File: src/rtl/history_reader.sv
// rtl/history_reader.sv - read-side initiator that streams the shift-history RAM out on a valid/ready port
// Optional build macro HISTORY_READER_REVERSE_EN selects oldest-first readout (N-1 down to 0).
module history_reader #(
    parameter int DATA_WIDTH = 8,
    parameter int DEPTH      = 8,
    parameter int ADDR_WIDTH = 3
) (
    input  logic                  clock,
    input  logic                  reset,
    input  logic                  start,
    input  logic [ADDR_WIDTH:0]   count,
    output logic                  busy,
    output logic                  ram_en,
    output logic                  ram_we,
    output logic [ADDR_WIDTH-1:0] ram_addr,
    input  logic [DATA_WIDTH-1:0] ram_do,
    output logic                  out_valid,
    input  logic                  out_ready,
    output logic [DATA_WIDTH-1:0] out_data,
    output logic                  out_last,
    output logic                  done
);

`ifdef HISTORY_READER_REVERSE_EN
    localparam bit REVERSE = 1'b1;
`else
    localparam bit REVERSE = 1'b0;
`endif

    localparam logic [ADDR_WIDTH:0] DEPTH_C = (ADDR_WIDTH + 1)'(DEPTH);
    localparam logic [ADDR_WIDTH:0] ONE_C   = (ADDR_WIDTH + 1)'(1);

    typedef enum logic [1:0] {IDLE, ISSUE, WAIT, PRESENT} state_t;

    state_t                state, state_d;
    logic                  busy_d, ram_en_d, out_valid_d, out_last_d, done_d;
    logic [ADDR_WIDTH-1:0] ram_addr_d;
    logic [DATA_WIDTH-1:0] out_data_d;
    logic [ADDR_WIDTH:0]   remaining, remaining_d;
    logic [ADDR_WIDTH:0]   eff_count;
    logic [ADDR_WIDTH-1:0] first_addr, next_addr;
    logic                  accept, handshake;

    // A start coinciding with done is dropped so back-to-back readouts stay separated.
    assign accept    = (state == IDLE) && start && !done;
    assign handshake = (state == PRESENT) && out_valid && out_ready;
    assign ram_we    = 1'b0;

    always_comb begin
        eff_count = count;
        if ((count == '0) || (count > DEPTH_C)) begin
            eff_count = DEPTH_C;
        end
    end

    always_comb begin
        if (REVERSE) begin
            first_addr = ADDR_WIDTH'(eff_count - ONE_C);
            next_addr  = ram_addr - 1'b1;
        end else begin
            first_addr = '0;
            next_addr  = ram_addr + 1'b1;
        end
    end

    always_ff @(posedge clock or negedge reset) begin
        if (!reset) begin
            state <= IDLE;
        end else begin
            state <= state_d;
        end
    end

    always_comb begin
        state_d = state;
        case (state)
            IDLE:    if (accept) state_d = ISSUE;
            ISSUE:   state_d = WAIT;
            WAIT:    state_d = PRESENT;
            PRESENT: if (handshake) state_d = out_last ? IDLE : ISSUE;
            default: state_d = IDLE;
        endcase
    end

    always_comb begin
        busy_d      = busy;
        ram_en_d    = 1'b0;
        ram_addr_d  = ram_addr;
        out_valid_d = out_valid;
        out_data_d  = out_data;
        out_last_d  = out_last;
        done_d      = 1'b0;
        remaining_d = remaining;
        case (state)
            IDLE: begin
                if (accept) begin
                    busy_d      = 1'b1;
                    ram_en_d    = 1'b1;
                    ram_addr_d  = first_addr;
                    remaining_d = eff_count;
                end
            end
            WAIT: begin
                // RAM data is valid exactly in this cycle, one after the enable.
                out_data_d  = ram_do;
                out_valid_d = 1'b1;
                out_last_d  = (remaining == ONE_C);
            end
            PRESENT: begin
                if (handshake) begin
                    out_valid_d = 1'b0;
                    if (out_last) begin
                        out_last_d  = 1'b0;
                        busy_d      = 1'b0;
                        done_d      = 1'b1;
                        remaining_d = '0;
                    end else begin
                        ram_en_d    = 1'b1;
                        ram_addr_d  = next_addr;
                        remaining_d = remaining - ONE_C;
                    end
                end
            end
            default: ;
        endcase
    end

    always_ff @(posedge clock or negedge reset) begin
        if (!reset) begin
            busy      <= 1'b0;
            ram_en    <= 1'b0;
            ram_addr  <= '0;
            out_valid <= 1'b0;
            out_data  <= '0;
            out_last  <= 1'b0;
            done      <= 1'b0;
            remaining <= '0;
        end else begin
            busy      <= busy_d;
            ram_en    <= ram_en_d;
            ram_addr  <= ram_addr_d;
            out_valid <= out_valid_d;
            out_data  <= out_data_d;
            out_last  <= out_last_d;
            done      <= done_d;
            remaining <= remaining_d;
        end
    end

endmodule

File: config.mk
export PLATFORM = sky130hd
export DESIGN_NAME = history_reader
export DESIGN_NICKNAME = d
export VERILOG_FILES = /design/src/rtl/history_reader.sv
export SDC_FILE = /design/constraint.sdc
export NUM_CORES = 1
export LEC_CHECK = 0
export ABC_AREA = 1
export BUFFER_PORTS_ARGS = -buffer_cell sky130_fd_sc_hd__clkbuf_2
export CAP_MARGIN = 20
export CELL_PAD_IN_SITES_DETAIL_PLACEMENT = 2
export CELL_PAD_IN_SITES_GLOBAL_PLACEMENT = 2
export CORE_UTILIZATION = 29
export CTS_BUF_LIST = sky130_fd_sc_hd__clkbuf_16
export CTS_CLUSTER_DIAMETER = 40
export DETAILED_ROUTE_END_ITERATION = 12
export PLACE_DENSITY = 0.81
export SLEW_MARGIN = 20
export SYNTH_ARGS = -nofsm -noshare
export SYNTH_HDL_FRONTEND = slang
export SYNTH_SLANG_ARGS = --single-unit
File: constraint.sdc
create_clock -name clock -period 1.8 [get_ports clock]
set_input_delay 0 -clock clock [delete_from_list [all_inputs] [get_ports clock]]
set_output_delay 0 -clock clock [all_outputs]
set_load 0.03 [all_outputs]
* Yosys cells after proc, flatten, opt, wreduce, memory -nomap -nowiden
Index checks and enable logic that the tools add are counted.
Word-level totals: bits in writable memories 0, bits in registers 22, logic and storage cells 62, memories kept 0, memory bits (read-only) 0, output and inout port bits 17, latch bits 0
Cells by class: multiplexer cells 27, bitwise operators 0, reduce and logical (&&, ||, !) cells 15, shift-type cells 0, div/mod/pow operators 0, order comparisons 1, add/sub/neg operators 2, equal/unequal tests 8, multipliers 0
Operators with widths (count):
- two-way mux 4 bit | 4
- two-way mux 1 bit | 11
- two-way mux 3 bit | 3
- != test 2 bit, second input constant | 4
- case mux 1 bit (2 select lines) | 4
- case mux 2 bit (4 select lines) | 1
- case mux 4 bit (2 select lines) | 1
- AND reduction 4 bit | 2
- case mux 3 bit (2 select lines) | 1
- equality test 2 bit, second input constant | 2
- equality test 4 x 1 -> 1 bit, second input constant | 1
- > comparator 4 bit, second input constant | 1
- logical AND 1 bit | 4
- logical NOT 4 bit | 1
- two-way mux 2 bit | 2
- AND reduction 2 bit | 2
- nonzero test 2 bit | 2
- subtractor 4 x 1 -> 4 bit, second input constant | 1
- adder 3 x 1 -> 3 bit, second input constant | 1
- AND reduction 3 bit | 1
- equality test 2 x 1 -> 1 bit, second input constant | 1
- logical NOT 2 bit | 1
- logical NOT 1 bit | 1
- logical OR 1 bit | 1

* Longest topological paths before layout
depth in word-level cells 5, gate-level depth with buffers 8, mapped depth without buffers 8

* Worst setup path before layout
Ideal clock, no wire load.
kind reg-to-reg, from register state[0], to register ram_addr[2], clock period less this slack 1355 ps, buffers on the path 0, slack 445 ps, stages on the path, launching flop included 8, data arrival time 1232 ps, cell sequence dfrtp_1 -> inv_1 -> ha_1 -> nor2_1 -> o21bai_1 -> nor2_1 -> nand2_1 -> nand2_1
Between the ends: word-level cells in the longest chain between the ends 5, elaborated cells between the ends (all ways) 12
RTL lines:
- start: declaration | RTL line 35 | state_t state, state_d;
- start signal: assignment | RTL line 70 | state <= state_d;
- equality test 2 bit / logical NOT 2 bit (equally long branches) | RTL line 46, 94, 45
- logical AND 1 bit, on equally long branches (2 in series) | RTL line 46, 45
- != test 2 bit (no line)
- AND reduction 4 bit (no line)
- end signal: assignment | RTL line 141 | ram_addr <= ram_addr_d;
- end: declaration | RTL line 15 | output logic [ADDR_WIDTH-1:0] ram_addr,
Parallel ways exist; a longest one is shown, timed or not. A chain may end at the register's enable or synchronous reset.

* Final worst setup path
Same ends and word-level chain as after synthesis.

==> impl_results.rst <==
.. list-table::
   :header-rows: 1

   * - Metric
     - Value
   * - Setup TNS
     - 0 ps
   * - Post-layout net count
     - 190
   * - Max VDD drop
     - 0.872 mV
   * - Violated checks
     - negative hold slack
   * - Worst Hold Path EP
     - out_data[5]
   * - Standard-cell row count
     - 22
   * - Number of sinks on the clock net
     - 22
   * - Number of antenna violations at the first check in global routing
     - 0
   * - Total number of vias
     - 971
   * - Period Utilization, post-route
     - 87.3%
   * - Remaining max-slew budget at the tightest pin
     - 62.0%
   * - Startpoint of the worst hold path
     - ram_do[5]
   * - Detailed Routing Iterations Pass 1
     - 4
   * - Vias in the first global route
     - 1,143
   * - Top post-synthesis cells by count
     - sky130_fd_sc_hd__nand2_1, sky130_fd_sc_hd__dfrtp_1, sky130_fd_sc_hd__inv_1, sky130_fd_sc_hd__o21ai_0, sky130_fd_sc_hd__nor2_1
   * - Distinct cell type count of the synthesized netlist
     - 18
   * - Clock transition at the registers of the reported paths
     - 60 ps
   * - Ratio of routed vias to standard cells
     - 4.56
   * - Time the worst path needs with I/O delays and setup
     - 1570 ps
   * - Max stage delay cell, worst path
     - sky130_fd_sc_hd__dfrtp_1
   * - Count of unresolved DRC violations after routing
     - 0
   * - Worst-case reg-to-reg path depth
     - 7
   * - Fraction of the core area covered by cells at the end of the flow
     - 40.4%
   * - Static Leakage
     - 0.000773 uW
   * - Grt total ovfl
     - 0
   * - RD Place Congestion
     - 0.751
   * - Die Span X
     - 64.3 um
   * - Met3 routed wirelength
     - 130 um
   * - Synthesis-to-layout area growth
     - 32.4%
   * - Post-synth EDFFs
     - 0
   * - Arr. time, crit path
     - 1710 ps
   * - Power density of the placed cells
     - 1890 mW/mm^2
   * - Maximum Capacitance Violations
     - 0
   * - Number of slew-limit violations in the final report
     - 0
   * - DRC violation total after the first TritonRoute iteration
     - 8
   * - Final routed wirelength across all metal layers
     - 3.14 mm
   * - Clk Latency, worst-skew pair
     - 260 ps
   * - Overall die area
     - 0.00414 sq mm
   * - Worst clock skew
     - 1.77 ps
   * - Clock root buffer
     - sky130_fd_sc_hd__clkbuf_16
   * - Seq/Total Area, Yosys
     - 48.9%
   * - All-Layer GR Usage
     - 17.5%
   * - Fin Hold WS
     - -3.48 ps
   * - Remaining antenna violation count
     - 0
   * - Area of the mapped netlist
     - 0.00113 sq mm
   * - Family with the most delay on the worst path
     - simple AND/OR/NAND/NOR gates
   * - Count of pins on the block boundary
     - 33
   * - Worst slew pin tran
     - 570 ps
   * - Post-DP HPWL
     - 2.36 mm
   * - Number of port buffers
     - 31
   * - Worst reg-to-reg setup slack
     - 230 ps
   * - Cell with the most instances after synthesis
     - sky130_fd_sc_hd__nand2_1
   * - Highest attainable clock frequency
     - 636 MHz
   * - Cell types occupying the most area after synthesis
     - sky130_fd_sc_hd__dfrtp_1, sky130_fd_sc_hd__nand2_1, sky130_fd_sc_hd__mux2_2
   * - Cts repair resizes
     - 0
   * - Cell depth of the worst min-delay path
     - 2
   * - Total nets after synthesis
     - 147
   * - Placed cell count
     - 202
   * - Starting density of the core
     - 30.5%
   * - CP Cell Sequence
     - inv_1 > ha_1 > nor2_1 > o21bai_1 > nor2_1 > nand2_1 > nand2_1
   * - Worst Setup Slack post-DPL
     - 211 ps
   * - Async S/R FF share, synth
     - 100%
   * - Final Setup Violations
     - 0
   * - Height of the die
     - 64.3 um
   * - Worst endpoint required time
     - 1940 ps
   * - Worst-case setup margin in the final layout
     - 228 ps
   * - Inserted Clock Buffers
     - 3
   * - First-pass GRT wire length
     - 5.42 mm
   * - Yosys warning count
     - 0
   * - Sum of internal, switching and leakage power
     - 2820 uW
   * - Synthesized area per cell
     - 9.08 sq um
   * - Critical path capture point type
     - flip-flop
   * - Result of the run
     - finished, violations left
   * - Area share of the largest cell type after synthesis
     - 48.9%
   * - WL per Instance
     - 14.8 um
   * - Max incr delay on CP
     - 390 ps
   * - Peak fanout along the critical path
     - 4
   * - Maximum number of pins on one net before global-route repair
     - 23
   * - Count of inserted antenna diode cells
     - 0
   * - Worst reg2reg startpoint
     - state[0]
   * - Flop and latch count out of synthesis
     - 22
   * - H-tree lvl count
     - 1
   * - Endpoint of the worst-slack reg-to-reg timing path
     - ram_addr[2]
   * - Classification of the worst-slack hold path
     - input pin to flip-flop
   * - Category of the worst setup path launch point
     - flip-flop
   * - Path type of the worst setup path
     - flip-flop to flip-flop
   * - Hold violation count in the final report
     - 1
   * - Gate Count Post-Synth
     - 124
   * - Number of buffers between clock root and the deepest sink
     - 2
   * - Post-synth top flop
     - sky130_fd_sc_hd__dfrtp_1
   * - Bufs and invs on worst path
     - 1
   * - Post-Layout Cell Count
     - 213
   * - Routed length on met1
     - 1.43 mm
   * - Clock tree from TritonCTS
     - yes
   * - Highest metal used
     - met4
   * - Amount of wire on met2 after detailed routing
     - 1.53 mm
   * - Core Footprint
     - 0.00369 sq mm
   * - Dominant cell type by area after synthesis
     - sky130_fd_sc_hd__dfrtp_1
   * - Setup repair after global routing missed its margin
     - no
   * - Ratio of cells with drive above 1 in the final layout
     - 28.5%
-- state kept, by name, indices dropped and copies added (netlist names) --
signal,count
busy,1
ram_addr,3
state,2
done,1
out_data,8
remaining,4
ram_en,1
out_last,1
out_valid,1
-- routing by layer --
metal  up-vias  GRT usage [%]
li1        477              -
met1       467           21.3
met2        23           29.1
met3         4           4.46
met4         0           7.50
met5         -              0
-- per-stage QoR --
step	hold slack, ps	instance area (sq um)
after floorplan	-296	1130
after global placement	10.2	1340
after detailed placement	21.9	1340
after CTS	4.04	1490
after global routing	8.53	1490
final	-3.48	1490
-- cells in the final DEF (no fill, tap or decap) --
cell / count
sky130_fd_sc_hd__a21oi_1: 3
sky130_fd_sc_hd__buf_4: 1
sky130_fd_sc_hd__clkbuf_16: 3
sky130_fd_sc_hd__clkbuf_2: 31
sky130_fd_sc_hd__conb_1: 1
sky130_fd_sc_hd__dfrtp_1: 22
sky130_fd_sc_hd__dlygate4sd3_1: 8
sky130_fd_sc_hd__ha_1: 7
sky130_fd_sc_hd__inv_1: 15
sky130_fd_sc_hd__mux2_2: 8
sky130_fd_sc_hd__nand2_1: 27
sky130_fd_sc_hd__nand2_2: 1
sky130_fd_sc_hd__nand3_1: 5
sky130_fd_sc_hd__nand3_2: 1
sky130_fd_sc_hd__nor2_1: 13
sky130_fd_sc_hd__nor2_4: 1
sky130_fd_sc_hd__o21ai_0: 15
sky130_fd_sc_hd__o21ai_4: 1
sky130_fd_sc_hd__o21bai_1: 1
sky130_fd_sc_hd__xnor2_1: 1
-- cells by family after synthesis --
kind of cell / count (synthesis) / share of synthesized area, %
compound gates: 20 / 10.1
xor+xnor: 1 / 0.778
fa+ha+maj: 7 / 7.78
buf+inv: 17 / 6.11
flops: 22 / 48.9
mux: 8 / 8.00
other cells: 1 / 0.333
simple gates: 48 / 18.0
-- layout make-up --
cell class                      instances  area [sq um]
Sequential cell                        22           551
Multi-Input combinational cell         85           507
Fill cell                             442          2200
Timing Repair Buffer                   40           243
Clock buffer                            3          75.1
Inverter                               15          56.3
Tap cell                               48          60.1
-- worst max path at each step --
stage | slack [ps] | depth (start not counted) | startpoint | endpoint
2_1_floorplan | 440 | 7 | state[0] | ram_addr[2]
3_3_place_gp | 320 | 7 | state[0] | ram_addr[2]
3_5_place_dp | 210 | 7 | state[0] | ram_addr[2]
4_1_cts | 230 | 7 | state[0] | ram_addr[2]
5_1_grt | 80 | 6 | state[0] | ram_addr[0]
6_report | 230 | 7 | state[0] | ram_addr[2]
-- power breakdown --
| group | switching [uW] | internal [uW] |
|---|---|---|
| combinational | 981 | 495 |
| clock | 176 | 294 |
| sequential | 155 | 719 |
-- what timing repair did --
item                                   in CTS  in global routing
endpoints found under the hold margin      29                  0
hold buffers                                8                  0
buffers inserted                            0                  0
(Power assumes the default switching activity.)
